==> src/rtl/csa_pkg.sv <==
// Shared definitions for the sequential carry-select adder.
//   SLICE_W : width of the shared carry-select slice
//   state_e : controller state encoding
//   nslice  : number of slice passes needed for a given operand width
package csa_pkg;

  localparam int unsigned SLICE_W = 4;

  typedef enum logic [1:0] {
    IDLE = 2'd0,
    RUN  = 2'd1,
    DONE = 2'd2
  } state_e;

  function automatic int unsigned nslice(input int unsigned width);
    return width / SLICE_W;
  endfunction

endpackage

==> src/rtl/csa_seq_adder_ctrl_if.sv <==
// Operand/result handshake bundle for csa_seq_adder_ctrl.
//   master : operand producer + result consumer side
//   slave  : adder controller side
//   in_valid/in_ready   : operand handshake (a, b, cin)
//   out_valid/out_ready : result handshake (sum, cout)
//   busy                : controller is in RUN or DONE
interface csa_seq_adder_ctrl_if #(
  parameter int unsigned WIDTH = 16
) ();

  logic             in_valid;
  logic             in_ready;
  logic [WIDTH-1:0] a;
  logic [WIDTH-1:0] b;
  logic             cin;
  logic             out_valid;
  logic             out_ready;
  logic [WIDTH-1:0] sum;
  logic             cout;
  logic             busy;

  modport master (
    output in_valid, a, b, cin, out_ready,
    input  in_ready, out_valid, sum, cout, busy
  );

  modport slave (
    input  in_valid, a, b, cin, out_ready,
    output in_ready, out_valid, sum, cout, busy
  );

endinterface

==> src/rtl/csa_slice4.sv <==
// Combinational 4-bit carry-select slice.
//   a4, b4 : 4-bit operands
//   c      : carry in, selects between the two precomputed chains
//   s4     : 4-bit sum
//   co     : carry out
module csa_slice4
  import csa_pkg::*;
(
  input  logic [SLICE_W-1:0] a4,
  input  logic [SLICE_W-1:0] b4,
  input  logic               c,
  output logic [SLICE_W-1:0] s4,
  output logic               co
);

  logic [SLICE_W-1:0] w_s0;
  logic [SLICE_W-1:0] w_s1;
  logic [SLICE_W:0]   w_c0;
  logic [SLICE_W:0]   w_c1;

  // Two ripple chains evaluated in parallel: one assumes carry-in 0, the other 1.
  always_comb begin
    w_s0    = '0;
    w_s1    = '0;
    w_c0    = '0;
    w_c1    = '0;
    w_c1[0] = 1'b1;
    for (int i = 0; i < SLICE_W; i++) begin
      w_s0[i]   = a4[i] ^ b4[i] ^ w_c0[i];
      w_c0[i+1] = (a4[i] & b4[i]) | (w_c0[i] & (a4[i] ^ b4[i]));
      w_s1[i]   = a4[i] ^ b4[i] ^ w_c1[i];
      w_c1[i+1] = (a4[i] & b4[i]) | (w_c1[i] & (a4[i] ^ b4[i]));
    end
  end

  assign s4 = c ? w_s1 : w_s0;
  assign co = c ? w_c1[SLICE_W] : w_c0[SLICE_W];

endmodule

==> src/rtl/csa_seq_adder_ctrl.sv <==
// Multi-cycle wide adder: sequences one shared 4-bit carry-select slice over
// the operands, one nibble per clock from LSB to MSB, with the inter-slice
// carry held in a register.
//   clk : rising-edge clock
//   rst : asynchronous active-high reset
//   bus : slave side of csa_seq_adder_ctrl_if (operand/result handshakes, busy)
module csa_seq_adder_ctrl
  import csa_pkg::*;
#(
  parameter int unsigned WIDTH = 16
) (
  input  logic                  clk,
  input  logic                  rst,
  csa_seq_adder_ctrl_if.slave   bus
);

  localparam int unsigned NSLICE = nslice(WIDTH);
  localparam int unsigned IDX_W  = (NSLICE > 1) ? $clog2(NSLICE) : 1;

  if (((WIDTH % SLICE_W) != 0) || (WIDTH < SLICE_W)) begin : g_bad_width
    $error("csa_seq_adder_ctrl: WIDTH must be a multiple of 4 and at least 4");
  end

  state_e             r_state;
  logic [IDX_W-1:0]   r_idx;
  logic               r_carry;
  logic [WIDTH-1:0]   r_a;
  logic [WIDTH-1:0]   r_b;
  logic [WIDTH-1:0]   r_sum;
  logic               r_cout;
  logic               r_out_valid;

  logic [SLICE_W-1:0] w_s4;
  logic               w_co;
  logic               w_accept;
  logic               w_last;
  logic [IDX_W+1:0]   w_lsb;

  csa_slice4 u_slice (
    .a4 (r_a[SLICE_W-1:0]),
    .b4 (r_b[SLICE_W-1:0]),
    .c  (r_carry),
    .s4 (w_s4),
    .co (w_co)
  );

  assign w_accept = (r_state == IDLE) && bus.in_valid && !rst;
  assign w_last   = (r_idx == IDX_W'(NSLICE - 1));
  // Bit offset of the current nibble: idx * 4.
  assign w_lsb    = {r_idx, 2'b00};

  always_ff @(posedge clk or posedge rst) begin
    if (rst) begin
      r_state     <= IDLE;
      r_idx       <= '0;
      r_carry     <= 1'b0;
      r_a         <= '0;
      r_b         <= '0;
      r_sum       <= '0;
      r_cout      <= 1'b0;
      r_out_valid <= 1'b0;
    end else begin
      case (r_state)
        IDLE: begin
          if (w_accept) begin
            r_a     <= bus.a;
            r_b     <= bus.b;
            r_carry <= bus.cin;
            r_idx   <= '0;
            r_sum   <= '0;
            r_state <= RUN;
          end
        end
        RUN: begin
          r_sum[w_lsb +: SLICE_W] <= w_s4;
          r_carry <= w_co;
          r_a     <= r_a >> SLICE_W;
          r_b     <= r_b >> SLICE_W;
          r_idx   <= r_idx + IDX_W'(1);
          if (w_last) begin
            r_cout      <= w_co;
            r_out_valid <= 1'b1;
            r_state     <= DONE;
          end
        end
        DONE: begin
          // No bypass: IDLE is always visited before the next accept.
          if (bus.out_ready) begin
            r_out_valid <= 1'b0;
            r_state     <= IDLE;
          end
        end
        default: begin
          r_state <= IDLE;
        end
      endcase
    end
  end

  assign bus.in_ready  = (r_state == IDLE) && !rst;
  assign bus.out_valid = r_out_valid;
  assign bus.sum       = r_sum;
  assign bus.cout      = r_cout;
  assign bus.busy      = (r_state != IDLE);

endmodule

==> src/flat_wrapper.sv <==
// flat-port wrapper written by rule: the top's interface ports become plain ports
module csa_seq_adder_ctrl_flat import csa_pkg::*;
#(
  parameter int unsigned WIDTH = 16
)
  (clk, rst, bus_in_valid, bus_a, bus_b, bus_cin, bus_out_ready, bus_in_ready, bus_out_valid, bus_sum, bus_cout, bus_busy);
  csa_seq_adder_ctrl_if #(.WIDTH(WIDTH)) bus_i ();
  input  logic clk;
  input  logic rst;
  input wire logic [$bits(bus_i.in_valid)-1:0] bus_in_valid;
  input wire logic [$bits(bus_i.a)-1:0] bus_a;
  input wire logic [$bits(bus_i.b)-1:0] bus_b;
  input wire logic [$bits(bus_i.cin)-1:0] bus_cin;
  input wire logic [$bits(bus_i.out_ready)-1:0] bus_out_ready;
  output wire logic [$bits(bus_i.in_ready)-1:0] bus_in_ready;
  output wire logic [$bits(bus_i.out_valid)-1:0] bus_out_valid;
  output wire logic [$bits(bus_i.sum)-1:0] bus_sum;
  output wire logic [$bits(bus_i.cout)-1:0] bus_cout;
  output wire logic [$bits(bus_i.busy)-1:0] bus_busy;
  assign bus_i.in_valid = bus_in_valid;
  assign bus_i.a = bus_a;
  assign bus_i.b = bus_b;
  assign bus_i.cin = bus_cin;
  assign bus_i.out_ready = bus_out_ready;
  assign bus_in_ready = bus_i.in_ready;
  assign bus_out_valid = bus_i.out_valid;
  assign bus_sum = bus_i.sum;
  assign bus_cout = bus_i.cout;
  assign bus_busy = bus_i.busy;
  csa_seq_adder_ctrl #(.WIDTH(WIDTH)) u_core (.clk(clk), .rst(rst), .bus(bus_i));
endmodule
==> config.mk <==
export PLATFORM = sky130hd
export DESIGN_NAME = csa_seq_adder_ctrl_flat
export DESIGN_NICKNAME = d
export VERILOG_FILES = /design/src/rtl/csa_pkg.sv /design/src/rtl/csa_seq_adder_ctrl_if.sv /design/src/rtl/csa_slice4.sv /design/src/rtl/csa_seq_adder_ctrl.sv /design/src/flat_wrapper.sv
export SDC_FILE = /design/constraint.sdc
export NUM_CORES = 1
export LEC_CHECK = 0
export BUFFER_PORTS_ARGS = -buffer_cell sky130_fd_sc_hd__buf_2
export CAP_MARGIN = 20
export CORE_ASPECT_RATIO = 0.7
export CORE_MARGIN = 3
export CORE_UTILIZATION = 53
export CTS_CLUSTER_SIZE = 16
export DETAILED_ROUTE_END_ITERATION = 7
export PLACE_DENSITY = 0.84
export REMOVE_ABC_BUFFERS = 1
export SYNTH_ARGS = -nofsm -noshare
export SYNTH_HDL_FRONTEND = slang
export SYNTH_HIERARCHICAL = 1
export SYNTH_SLANG_ARGS = --single-unit
==> constraint.sdc <==
create_clock -name clk -period 2.6 [get_ports clk]
set_clock_uncertainty 0.2 [all_clocks]
set_input_delay 0.13 -clock clk [delete_from_list [all_inputs] [get_ports clk]]
set_output_delay 0.13 -clock clk [all_outputs]
set_load 0.1 [all_outputs]
==> flow_summary_export.csv, run 1 <==
group,metric,value,unit
placed_design,io_buffers,56,
clock_tree,clockBufferDepth,2,
worst_setup_path,required,2590,ps
die,fp.coreArea,4429,um2
worst_setup_path,reg2reg_to,"u_core/bus.sum[11]$_DFFE_PP0P_",
timing,min_period,2492,ps
worst_setup_path,crit_slowest_cell,"fa_1",
cells_and_area,antenna_cells,0,
worst_setup_path,crit_path_end_kind,"register",
detailed_routing,firstDrtPassIters,4,
timing,maxSlewViolCount,0,
global_routing,grt_max_degree,36,
worst_setup_path,reg2regPathDepth,11,
cells_and_area,multi_input_comb_area,1005,um2
cells_and_area,drive_gt1_share,24.55,%
cells_and_area,n_fill_cell,314,
worst_setup_path,max_stage_delay,510,ps
placed_design,dp_cells,345,
synth,synthTopCellsByArea,"dfrtp_1, a22o_1, nand2_1",
synth,synth_area,2489,um2
global_routing,grtUsageTotal,22.37,%
timing,relSlewSlack,52.31,%
detailed_routing,viasPerCell,5.470,
timing,tightest_slew,713.5,ps
die,pin_count,57,
timing,fin_crit_sh,95.84,%
cells_and_area,mostFrequentLayoutCell,"buf_2",
detailed_routing,via_count,2128,
global_routing,antenna_found_initial,0,
placed_design,gp_congestion,0.8322,
die,die_area,5567,um2
cells_and_area,finalNonFillerCells,389,
synth,synth-seq-area-share,55.30,%
clock_tree,clkTransAtPathRegs,90,ps
clock_tree,cts_sinks,55,
placed_design,dp_hpwl,3.604,mm
die,fp.dieH,63.33,um
die,start_util,56.19,%
worst_setup_path,worst_ep_arrival_time,2480,ps
pwr,peakVddDrop,568.2,uV
detailed_routing,ant_nets,0,
cells_and_area,final_cell_mix,"buf_2, dfrtp_1, dlygate4sd3_1",
global_routing,grt_overflow,0,
pwr,power.leakage,1.652,nW
worst_setup_path,critPathMaxFanout,4,
synth,synth.top_cell.area_share,55.30,%
pwr,power_density,1307,nW/um2
synth,ys_ff_latch,55,
timing,fmax,401.3,MHz
detailed_routing,drc_errors,0,
clock_tree,htree_levels,2,
worst_setup_path,reg2reg_setup_slack,110,ps
worst_setup_path,crit_top_cell,"inv_1",
worst_setup_path,crit_family,"adder cells",
detailed_routing,post_drt_wl_per_cell,15.15,um
die,row_count,20,
detailed_routing,drt-initial-drc-count,85,
worst_setup_path,crit_type,"register to register",
global_routing,grt_pass1_vias,2019,
global_routing,grt_first_pass_wirelength,9.791,mm
synth,synthCells,243,
clock_tree,cts_tree,"done",
worst_setup_path,reg2reg_from,"u_core/r_a[0]$_DFFE_PP0P_",
synth,avgSynthCellArea,10.24,um2
min_path,holdCritPathClass,"input pin to asynchronous set/reset pin",
timing,setup_viol_count_final,0,
synth,yosys.area.top_type,"dfrtp_1",
worst_setup_path,crit_buf_inv,5,
timing,worst_slack,108.2,ps
clock_tree,cts_root_buf,"clkbuf_8",
synth,synth_warnings,6,
timing,hold_viol,0,
cells_and_area,final_util,74.29,%
worst_setup_path,startpoint_type,"register",
cells_and_area,area_delta_synth_final,32.23,%
run_status,status,"finished, final reports clean",
cells_and_area,register_area,1376,um2
clock_tree,clkLatencyLatePin,300,ps
die,die_w,87.90,um
detailed_routing,wl,5.892,mm
synth,synth_cell_types,28,
worst_setup_path,crit_chain,"inv_2 > ha_4 > inv_1 > mux2i_2 > fa_2 > inv_1 > fa_2 > inv_1 > fa_1 > inv_2 > a22o_1",
placed_design,post-place-ws,83.33,ps
cells_and_area,nNetsFinal,380,
flow_run,maxCapViolCount,0,
clock_tree,cts_made_buffers,5,
-- state kept, by name, summed over array words and instances (netlist names) --
| signal | count |
|---|---|
| u_core/r_state | 2 |
| u_core/bus.sum | 16 |
| u_core/bus.out_valid | 1 |
| u_core/r_carry | 1 |
| u_core/r_b | 16 |
| u_core/r_idx | 2 |
| u_core/bus.cout | 1 |
| u_core/r_a | 16 |
-- cell type report --
cell class	count	area share, %
Timing Repair Buffer	98	21.14
Tap cell	55	2.091
Multi-Input combinational cell	157	30.53
Clock inverter	2	0.3802
Inverter	16	1.825
Sequential cell	55	41.83
Clock buffer	6	2.205
-- worst max path at each step --
stage | startpoint | to | slack (ps) | depth (start not counted)
finish | u_core/r_a[0]$_DFFE_PP0P_ | u_core/bus.sum[11]$_DFFE_PP0P_ | 110 | 11
global route | u_core/r_a[0]$_DFFE_PP0P_ | u_core/bus.sum[3]$_DFFE_PP0P_ | -10 | 11
CTS | u_core/r_a[0]$_DFFE_PP0P_ | u_core/bus.sum[11]$_DFFE_PP0P_ | 70 | 11
detailed placement | u_core/r_a[0]$_DFFE_PP0P_ | u_core/bus.sum[11]$_DFFE_PP0P_ | 80 | 11
global placement | u_core/r_a[0]$_DFFE_PP0P_ | u_core/bus.sum[3]$_DFFE_PP0P_ | 230 | 11
floorplan | u_core/r_state[1]$_DFFE_PP0P_ | u_core/bus.sum[0]$_DFFE_PP0P_ | -1820 | 3
-- synthesized netlist by cell type --
library cell	instances
nor4b_2	1
nand2_1	31
nor4_1	2
buf_1	5
mux2i_1	1
mux2_2	1
o22ai_1	15
nand4bb_1	1
a22oi_1	10
nand3_1	19
buf_2	9
or2_2	1
a21oi_1	5
nor3_1	15
ha_1	7
a22o_1	16
nor2_1	18
and2b_1	1
or4b_1	1
buf_6	1
nand2b_1	2
inv_1	16
fa_1	3
o31ai_1	1
dfrtp_1	55
nor4b_1	1
o21ai_0	4
xor2_1	1
-- stage by stage --
step | total power, mW | TNS [ps] | hold WS [ps] | instance area, um2
floorplan | 3.192 | -77410 | 35.44 | 2414
global placement | 3.663 | 0 | -58.30 | 2826
detailed placement | 3.733 | 0 | -53.24 | 2826
CTS | 4.231 | 0 | 163.6 | 3262
global route | 4.595 | -15.49 | 194.8 | 3291
finish | 4.300 | 0 | 183.9 | 3291
-- repair_timing --
action	CTS	global route
hold buffers	35	0
setup buffers	0	1
setup endpoints to repair	0	4
hold endpoints to repair	65	0
resized for setup	0	8
-- worst register-to-register path, cell delays in order, from the launching register on --
cell and delay [ps]:
dfrtp_1 400, inv_2 60, ha_4 150, inv_1 60
mux2i_2 70, fa_2 350, inv_1 80, fa_2 180
inv_1 50, fa_1 510, inv_2 60, a22o_1 200
-- cell families (layout without fill, tap and decap cells) --
group	after synthesis	after routing	share of synthesized area [%]
buf+inv	31	122	5.430
flops	55	55	55.30
compound gates	51	51	14.53
mux	2	2	0.8547
xor+xnor	1	1	0.3520
fa+ha+maj	10	10	5.933
simple gates	93	93	17.60
-- per-layer routing --
metal	track usage [%]	share of wire (%)	wire (um)	vias to the layer above
li1	-	-	-	1036
met5	0	0	0	-
met3	4.314	5.1	300	6
met1	32.54	46	2699	1024
met2	35.62	48	2857	62
met4	3.257	0.58	34	0
-- power breakdown --
part / internal [mW] / switching (mW)
combinational: 0.706 / 1.72
clock: 0.189 / 0.262
sequential: 1.20 / 0.225
total: 2.10 / 2.20
No activity file was read; power rests on OpenSTA's default activity.
==> run 2, diff against run 1 <==
- ABC_AREA: default -> 1
- CORE_UTILIZATION: 53 -> 54
==> run 2 against run 1 <==
Critical path depth increased by 1. Final cell count increased by 35%. Utilization increased by 0.71 points. Highest routed layer unchanged.
==> flow_summary_export.csv, run 2 <==
group,metric,value,unit
synth,synth-seq-area-share,49.77,%
run_status,status,"finished, final reports clean",
global_routing,grt_max_degree,56,
worst_setup_path,reg2reg_to,"u_core/bus.sum[7]$_DFFE_PP0P_",
synth,synth_cell_types,19,
pwr,power_density,1271,nW/um2
synth,synth_area,2765,um2
global_routing,grt_overflow,0,
worst_setup_path,crit_chain,"ha_2 > o21ai_2 > fa_2 > inv_2 > fa_2 > inv_2 > fa_1 > inv_2 > nand2_2 > nor2_4 > nand2_1 > nand2_1",
synth,ys_ff_latch,55,
die,fp.coreArea,4861,um2
synth,synthFlopType,"dfrtp_1",
min_path,hp-start,"bus_in_valid",
detailed_routing,via_count,2590,
min_path,holdCritPathClass,"input pin to register",
worst_setup_path,crit_slowest_cell,"dfrtp_1",
cells_and_area,drive_gt1_share,19.21,%
worst_setup_path,reg2regPathDepth,12,
detailed_routing,wl,6.916,mm
cells_and_area,antenna_cells,0,
clock_tree,clkLatencyLatePin,300,ps
timing,fin_crit_sh,97.23,%
synth,synth_warnings,6,
synth,synthTopCellsByArea,"dfrtp_1, nand2_1, inv_1",
global_routing,grt_pass1_vias,2502,
synth,synth_edf_count,0,
timing,whs,198.5,ps
die,pin_count,57,
worst_setup_path,startpoint_type,"register",
timing,relSlewSlack,54.49,%
placed_design,gp_congestion,0.8359,
flow_run,maxCapViolCount,0,
timing,hold_viol,0,
worst_setup_path,crit_family,"adder cells",
global_routing,grt_first_pass_wirelength,11.51,mm
die,die_w,91.53,um
worst_setup_path,crit_top_cell,"inv_2",
global_routing,grtUsageTotal,24.48,%
worst_setup_path,worst_ep_arrival_time,2580,ps
synth,yosys.area.top_type,"dfrtp_1",
worst_setup_path,critPathMaxFanout,3,
worst_setup_path,crit_type,"register to register",
timing,min_period,2528,ps
clock_tree,cts_tree,"done",
clock_tree,cts_root_buf,"clkbuf_8",
min_path,min_delay_path_depth,3,
min_path,min_to,"u_core/r_state[0]$_DFFE_PP0P_",
timing,fmax,395.6,MHz
die,die_area,6029,um2
timing,rsz0062_at_grt,"yes",
placed_design,io_buffers,56,
cells_and_area,mostFrequentLayoutCell,"nand2_1",
global_routing,antenna_found_initial,0,
cells_and_area,area_delta_synth_final,31.86,%
synth,synthCells,360,
cells_and_area,nNetsFinal,505,
synth,ys_top_cells_by_count,"nand2_1, inv_1, dfrtp_1",
die,start_util,56.89,%
timing,worst_slack,72.11,ps
clock_tree,cts_sinks,55,
timing,maxSlewViolCount,0,
pwr,peakVddDrop,715.8,uV
detailed_routing,firstDrtPassIters,4,
worst_setup_path,reg2reg_from,"u_core/r_a[0]$_DFFE_PP0P_",
detailed_routing,viasPerCell,4.915,
detailed_routing,ant_nets,0,
placed_design,dp_hpwl,4.070,mm
cells_and_area,final_cell_mix,"nand2_1, buf_2, inv_1, dfrtp_1, dlygate4sd3_1",
timing,setup_tns,0,ps
worst_setup_path,crit_buf_inv,3,
worst_setup_path,crit_path_end_kind,"register",
clock_tree,cts_made_buffers,5,
die,row_count,21,
synth,synth.top_cell.area_share,49.77,%
clock_tree,htree_levels,2,
timing,tightest_slew,682.6,ps
placed_design,post-place-ws,50.24,ps
clock_tree,clkTransAtPathRegs,90,ps
worst_setup_path,required,2650,ps
synth,ys_async_sr_fraction,100.0,%
die,fp.dieH,65.87,um
timing,setup_viol_count_final,0,
clock_tree,post-cts-setup-buffers,0,
detailed_routing,post_drt_wl_per_cell,13.12,um
pwr,power.leakage,1.986,nW
synth,synth.most_common_cell,"nand2_1",
clock_tree,clockBufferDepth,2,
synth,avgSynthCellArea,7.681,um2
detailed_routing,drc_errors,0,
worst_setup_path,reg2reg_setup_slack,70,ps
detailed_routing,drt-initial-drc-count,182,
worst_setup_path,max_stage_delay,430,ps
## run 2: cell count changes in the layout (fill, tap and decap cells not counted), moves of 7 or more
cell / before / now
a22oi_1: 10 / 0
nand2_1: 31 / 123
nor2_1: 18 / 37
o21ai_0: 4 / 16
dlygate4sd3_1: 35 / 43
nand3_1: 19 / 12
nor3_1: 15 / 0
inv_1: 12 / 55
o21ai_1: 0 / 20
a22o_1: 16 / 0
o22ai_1: 15 / 0
## run 2: logic make-up after synthesis
family	share of synthesized area [%]
flip-flops	49.77
AND/OR/NAND/NOR	26.70
adder cells (fa/ha/maj)	5.339
buffers and inverters	11.22
AO/OA/AOI/OAI	6.969
## run 2: how the worst max path moves through the flow
stage | from | depth (start not counted) | endpoint | slack (ps)
5_1_grt | u_core/r_a[0]$_DFFE_PP0P_ | 14 | u_core/bus.sum[7]$_DFFE_PP0P_ | -60
6_report | u_core/r_a[0]$_DFFE_PP0P_ | 12 | u_core/bus.sum[7]$_DFFE_PP0P_ | 70
2_1_floorplan | rst | 6 | u_core/r_a[0]$_DFFE_PP0P_ | -480
4_1_cts | u_core/r_a[0]$_DFFE_PP0P_ | 14 | u_core/bus.sum[7]$_DFFE_PP0P_ | 20
3_5_place_dp | u_core/r_a[0]$_DFFE_PP0P_ | 14 | u_core/bus.sum[15]$_DFFE_PP0P_ | 50
3_3_place_gp | u_core/r_a[0]$_DFFE_PP0P_ | 12 | u_core/bus.sum[15]$_DFFE_PP0P_ | 180
## run 2: area by class of cell
cell class                      count  area, um2
Clock buffer                        5      68.82
Clock inverter                      2      37.54
Fill cell                         347       1215
Inverter                           61      229.0
Multi-Input combinational cell    233       1115
Sequential cell                    55       1376
Tap cell                           69      86.33
Timing Repair Buffer              102      733.2
## run 2: per-layer routing
metal  routed length (um)  share of wire (%)  vias up  GRT usage (%)
li1                     -                  -     1278              -
met4                  201                2.9        0          11.84
met5                    0                  0        -              0
met1                 2909                 42     1189          30.29
met3                  500                7.2       22          4.209
met2                 3305                 48      101          42.04
## run 2: worst reg2reg max path, cell delays in order, from the launching register on
cell and delay (ps):
dfrtp_1 430, ha_2 190, o21ai_2 170, fa_2 220, inv_2 40, fa_2 350, inv_2 60, fa_1 430
inv_2 100, nand2_2 70, nor2_4 120, nand2_1 60, nand2_1 50
## run 2: power breakdown
group | switching, mW | internal [mW] | leakage (nW)
registers | 0.189 | 1.19 | 0.719
logic | 2.04 | 0.661 | 1.22
clock network | 0.270 | 0.282 | 0.0502
## run 2: timing repair
item                                   4_1_cts  5_1_grt
endpoints found under the hold margin       90        0
hold buffers                                43        0
resized for setup                            0       15
setup endpoints to repair                    0        2
## run 2: stage by stage
step / cells / area, um2 / power [mW] / utilization (%)
2_1_floorplan: 349 / 2684 / 3.284 / -
6_report: 527 / 3646 / 4.635 / 75.01
5_1_grt: 527 / 3646 / 4.977 / 75.01
3_3_place_gp: 477 / 3073 / 3.769 / 63.22
4_1_cts: 527 / 3610 / 4.473 / 74.26
3_5_place_dp: 477 / 3073 / 3.850 / 63.22
